`src/rtl/fifo2_sync.sv`:
```
// fifo2_sync: single-clock parametrised FIFO with almost-full/empty thresholds, occupancy count and sticky error flags.
// Latency: a write is visible (rempty low, count, FWFT rdata) one cycle after its edge; FWFT=0 rdata is valid the cycle after the rinc cycle.
// Backpressure: writes are dropped while wfull (sets overflow), reads are ignored while rempty (sets underflow); producer/consumer must honour the flags.
//
// Ports:
//   clk, rst                 single clock (rising edge), asynchronous active-high reset
//   wdata, winc              write data and write request
//   wfull, walmost_full      full (count == 2^ASIZE) and count >= AFULL_TH
//   rinc, rdata              read/pop request and read data (registered or fall-through per FWFT)
//   rempty, ralmost_empty    empty (count == 0) and count <= AEMPTY_TH
//   count                    occupancy 0..2^ASIZE
//   overflow, underflow      sticky error flags, cleared synchronously by clr_err
module fifo2_sync #(
  parameter int DSIZE     = 8,
  parameter int ASIZE     = 4,
  parameter int FWFT      = 0,
  parameter int AFULL_TH  = 14,
  parameter int AEMPTY_TH = 2
) (
  input  logic             clk,
  input  logic             rst,
  input  logic [DSIZE-1:0] wdata,
  input  logic             winc,
  output logic             wfull,
  output logic             walmost_full,
  input  logic             rinc,
  output logic [DSIZE-1:0] rdata,
  output logic             rempty,
  output logic             ralmost_empty,
  output logic [ASIZE:0]   count,
  output logic             overflow,
  output logic             underflow,
  input  logic             clr_err
);

  localparam int             DEPTH    = 1 << ASIZE;
  localparam logic [ASIZE:0] FULL_CNT = DEPTH[ASIZE:0];
  localparam logic [ASIZE:0] AF_CNT   = AFULL_TH[ASIZE:0];
  localparam logic [ASIZE:0] AE_CNT   = AEMPTY_TH[ASIZE:0];
  localparam logic [ASIZE:0] PTR_ONE  = {{ASIZE{1'b0}}, 1'b1};

  if (ASIZE < 1 || AFULL_TH < 1 || AFULL_TH > DEPTH ||
      AEMPTY_TH < 0 || AEMPTY_TH > DEPTH - 1) begin : g_param_check
    $error("fifo2_sync: illegal ASIZE/AFULL_TH/AEMPTY_TH parameter value");
  end

  logic [DSIZE-1:0] mem [DEPTH];
  logic [ASIZE:0]   wptr;
  logic [ASIZE:0]   rptr;
  logic [ASIZE:0]   wptr_nxt;
  logic [ASIZE:0]   rptr_nxt;
  logic [ASIZE:0]   cnt_nxt;
  logic             wr_ok;
  logic             rd_ok;

  // Acceptance uses the registered (pre-edge) flags, so a full FIFO with
  // winc+rinc pops but drops the write, and an empty FIFO never bypasses.
  always_comb begin
    wr_ok    = winc && !wfull;
    rd_ok    = rinc && !rempty;
    wptr_nxt = wr_ok ? wptr + PTR_ONE : wptr;
    rptr_nxt = rd_ok ? rptr + PTR_ONE : rptr;
    // Extra pointer bit distinguishes full from empty when the low bits match.
    cnt_nxt  = wptr_nxt - rptr_nxt;
  end

  always_ff @(posedge clk or posedge rst) begin
    if (rst) begin
      wptr          <= '0;
      rptr          <= '0;
      count         <= '0;
      wfull         <= 1'b0;
      walmost_full  <= 1'b0;
      rempty        <= 1'b1;
      ralmost_empty <= 1'b1;
      overflow      <= 1'b0;
      underflow     <= 1'b0;
    end else begin
      wptr          <= wptr_nxt;
      rptr          <= rptr_nxt;
      count         <= cnt_nxt;
      wfull         <= (cnt_nxt == FULL_CNT);
      walmost_full  <= (cnt_nxt >= AF_CNT);
      rempty        <= (cnt_nxt == '0);
      ralmost_empty <= (cnt_nxt <= AE_CNT);
      // A fresh error wins over a simultaneous clear.
      if (winc && wfull) begin
        overflow <= 1'b1;
      end else if (clr_err) begin
        overflow <= 1'b0;
      end
      if (rinc && rempty) begin
        underflow <= 1'b1;
      end else if (clr_err) begin
        underflow <= 1'b0;
      end
    end
  end

  // Storage is deliberately not reset; every read path below only exposes
  // locations written since the last reset.
  always_ff @(posedge clk) begin
    if (wr_ok) begin
      mem[wptr[ASIZE-1:0]] <= wdata;
    end
  end

  if (FWFT != 0) begin : g_fwft
    // Head word is shown directly; forced to zero while empty so stale
    // memory contents never leak after reset or a full drain.
    assign rdata = rempty ? '0 : mem[rptr[ASIZE-1:0]];
  end else begin : g_std
    always_ff @(posedge clk or posedge rst) begin
      if (rst) begin
        rdata <= '0;
      end else if (rd_ok) begin
        rdata <= mem[rptr[ASIZE-1:0]];
      end
    end
  end

endmodule

```
`config.mk`:
```
export PLATFORM = sky130hd
export DESIGN_NAME = fifo2_sync
export DESIGN_NICKNAME = d
export VERILOG_FILES = /design/src/rtl/fifo2_sync.sv
export SDC_FILE = /design/constraint.sdc
export NUM_CORES = 1
export LEC_CHECK = 0
export ABC_CLOCK_PERIOD_IN_PS = 2700
export BUFFER_PORTS_ARGS = -buffer_cell sky130_fd_sc_hd__buf_2
export CAP_MARGIN = 20
export CORE_ASPECT_RATIO = 1.75
export CORE_UTILIZATION = 30
export DETAILED_ROUTE_END_ITERATION = 8
export GPL_TIMING_DRIVEN = 0
export PLACE_DENSITY = 0.51
export SLEW_MARGIN = 20
export SYNTH_ARGS = -nofsm -noshare
export SYNTH_HDL_FRONTEND = slang
export SYNTH_SLANG_ARGS = --single-unit
```
`constraint.sdc`:
```
create_clock -name clk -period 2.7 [get_ports clk]
set_input_delay 0.54 -clock clk [delete_from_list [all_inputs] [get_ports clk]]
set_output_delay 0.54 -clock clk [all_outputs]
set_load 0.03 [all_outputs]
```
==> flow_summary.json <==
{
  "outcome": "completed",
  "final_antenna_net_count": 0,
  "grt_max_degree": 30,
  "synthTopCellsByArea": "edfxtp_1 (61%), mux4_2 (14%), dfrtp_1 (11%), nand2_1 (2.0%), ha_1 (1.6%)",
  "clkSlewWorstSetupHoldPaths_ns": 0.06,
  "diodes": 0,
  "critPathArrivalTime_ns": 2.90,
  "num_io_pins": 32,
  "yosys_warnings": 0,
  "post-synth-top-area-cell": "edfxtp_1",
  "p_total_w": 0.00966,
  "power_density_nw_per_um2": 1260,
  "synth.avg_cell_area_sq_um": 19.0,
  "cts_tree": "done",
  "synth_top_cell_area_share": 0.609,
  "synth_edf_count": 128,
  "slew_violations": 0,
  "nNetsFinal": 418,
  "track_usage": 0.131,
  "dr.pass1.iters": 5,
  "clkSinkCount": 157,
  "ys_seq_area_frac": 0.724,
  "portBuffers": 31,
  "synthDistinctLibCells": 41,
  "seqPwrFrac": 0.328,
  "drive_gt1_frac": 0.380,
  "cpPeakStageDelay_ns": 0.54,
  "drtIter0Drc": 212,
  "start_util": 0.308,
  "pwr-share-clk": 0.259,
  "max_freq_mhz": 386,
  "worstPathRequired_ns": 3.01,
  "rows": 69,
  "r2r_slack_ns": 0.11,
  "yosysMostFrequentCell": "edfxtp_1",
  "intPower_w": 0.00637,
  "power_leakage_nw": 2.72,
  "synthFlopType": "edfxtp_1",
  "setup_viol": 0,
  "worstPathMaxFanout": 5,
  "rr_startpoint": "rempty$_DFF_PP1_",
  "core_area_sq_um": 20500,
  "ys_seq_elements": 157,
  "synth_nets": 353,
  "grt_pass1_vias": 3434,
  "clk_path_buf_depth": 2,
  "finClkSkew_ns": 0.00785,
  "tightestPinTransition_ns": 0.939,
  "wl_per_cell_microns": 19.9,
  "via_count": 3085,
  "dieArea_sq_um": 21600,
  "crit_slowest_cell": "dfstp_2",
  "dp_hpwl_mm": 9.36,
  "async_flop_share": 0.185,
  "via_per_inst": 4.69,
  "grt_pass1_wl_mm": 20.4,
  "worst_slack_ns": 0.107,
  "post-place-ws_ns": -0.662,
  "swShare": 0.341,
  "fp.dieH_microns": 194,
  "antenna_found_initial": 0,
  "critical_path.cell_chain": "nand2b_4 > mux2i_4 > xor2_1 > ha_2 > nor2_4 > maj3_2 > a21boi_2 > xnor3_2 > a31o_4",
  "relSlewSlack": 0.371,
  "cts-htree-levels": 4,
  "overflow": 0,
  "path_class": "flop to flop",
  "ir_drop_mv": 0.643,
  "crit_path_end_kind": "flop",
  "cts-hold-fix-buffers": 0,
  "pwr-share-comb": 0.413,
  "rsz0062_at_grt": "yes",
  "syn_inst": 332,
  "p_switching_w": 0.00329,
  "area_delta_synth_final_pct": 21.7,
  "clk_latency_ns": 0.42,
  "die_x_microns": 112,
  "period_share": 0.960,
  "hold_violations": 0,
  "layout_min_cycle_time_ns": 2.59,
  "min_path_type": "primary input to async pin",
  "r2r_end": "walmost_full$_DFF_PP0_",
  "netlist_top_cells_count": "edfxtp_1 (128), mux4_2 (40), nand2_1 (34)",
  "r2r_cells": 9,
  "cts.root.buffer_cell": "clkbuf_16",
  "gp_congestion": 0.719,
  "cts_made_buffers": 17,
  "syn-cell-area_sq_um": 6310,
  "maxCapViolCount": 0,
  "drcViolationCount": 0,
  "startpoint_type": "flop",
  "drt_wl_total_mm": 13.1
}
-- worst max-delay path, delay by kind of cell, from the launching register on --
| family | cells | cell delay (ns) |
|---|---|---|
| xor gates and xnor gates | 2 | 0.53 |
| muxes | 1 | 0.29 |
| adders and majority gates | 2 | 0.52 |
| AOI/OAI and AO/OA | 2 | 0.38 |
| and+or+nand+nor | 2 | 0.21 |
| DFF | 1 | 0.54 |
-- metal layers --
metal  global-route usage  wire (microns)
met1                0.137            4840
met5                    0               0
met2                0.239            7370
met3               0.0213             317
met4               0.0876             564
-- cell usage in the layout, fill, tap and decap left out, types with 6 or more instances in the layout --
master	netlist	routed
edfxtp_1	128	128
inv_1	12	11
nand2_1	34	34
buf_2	6	36
clkbuf_16	0	17
dfrtp_1	27	27
nor3_2	0	6
buf_4	1	17
nor2_1	12	10
ha_1	8	7
mux4_2	40	40
-- what timing repair did --
action                     in CTS  in global routing
setup buffers                   3                  9
setup endpoints to repair       6                  5
pin swaps                       1                  5
gates resized for setup        13                 16
-- cell families (layout without fill, tap and decap cells) --
logic type,Yosys count,after routing,share of synthesized area
flops,157,157,0.724
simple gates,72,72,0.0547
mux,41,41,0.144
buf+inv,26,104,0.0190
fa+ha+maj,10,10,0.0190
xor+xnor,12,12,0.0224
compound gates,14,14,0.0161
-- layout make-up --
class / instances / area [sq um]
plain buffers: 13 / 96.3
well taps: 248 / 310
flip-flops and latches: 157 / 4570
inverters: 12 / 45.0
fillers: 1824 / 12800
clock inverters: 14 / 191
clock buffers: 18 / 429
multi-input cells: 149 / 1760
repair buffers: 47 / 275
-- per-stage QoR --
step | hold WS, ns | setup TNS, ns | cell area [sq um] | instances | util
3_3_place_gp | 0.463 | -3.76 | 6810 | 611 | 0.333
6_report | 0.187 | 0 | 7680 | 658 | 0.375
4_1_cts | 0.309 | 0 | 7540 | 649 | 0.369
3_5_place_dp | 0.460 | -2.47 | 6870 | 615 | 0.336
2_1_floorplan | 0.444 | 0 | 6340 | 332 | -
5_1_grt | 0.260 | -0.0194 | 7680 | 658 | 0.375
-- worst max-delay path by stage --
stage / start / to / depth (start not counted)
2_1_floorplan: rempty$_DFF_PP1_ / rempty$_DFF_PP1_ / 10
3_3_place_gp: rptr[1]$_DFF_PP0_ / rempty$_DFF_PP1_ / 10
3_5_place_dp: rptr[1]$_DFF_PP0_ / rempty$_DFF_PP1_ / 10
4_1_cts: wptr[0]$_DFF_PP0_ / walmost_full$_DFF_PP0_ / 11
5_1_grt: rempty$_DFF_PP1_ / walmost_full$_DFF_PP0_ / 9
6_report: rempty$_DFF_PP1_ / walmost_full$_DFF_PP0_ / 9
-- sequential cells by signal, indices dropped and copies added, names as in the netlist --
name           count
rdata              8
overflow           1
wfull              1
mem              128
underflow          1
wptr               5
walmost_full       1
rempty             1
ralmost_empty      1
count              5
rptr               5
-- power groups by stage --
stage	combinational (W)	sequential, W	clock, W
2_1_floorplan	0.00221	0.00343	0
3_3_place_gp	0.00332	0.00321	0
3_5_place_dp	0.00340	0.00322	0
4_1_cts	0.00361	0.00317	0.00256
5_1_grt	0.00430	0.00320	0.00263
6_report	0.00399	0.00316	0.00250
Note: power is estimated with default switching activity, not from simulation.
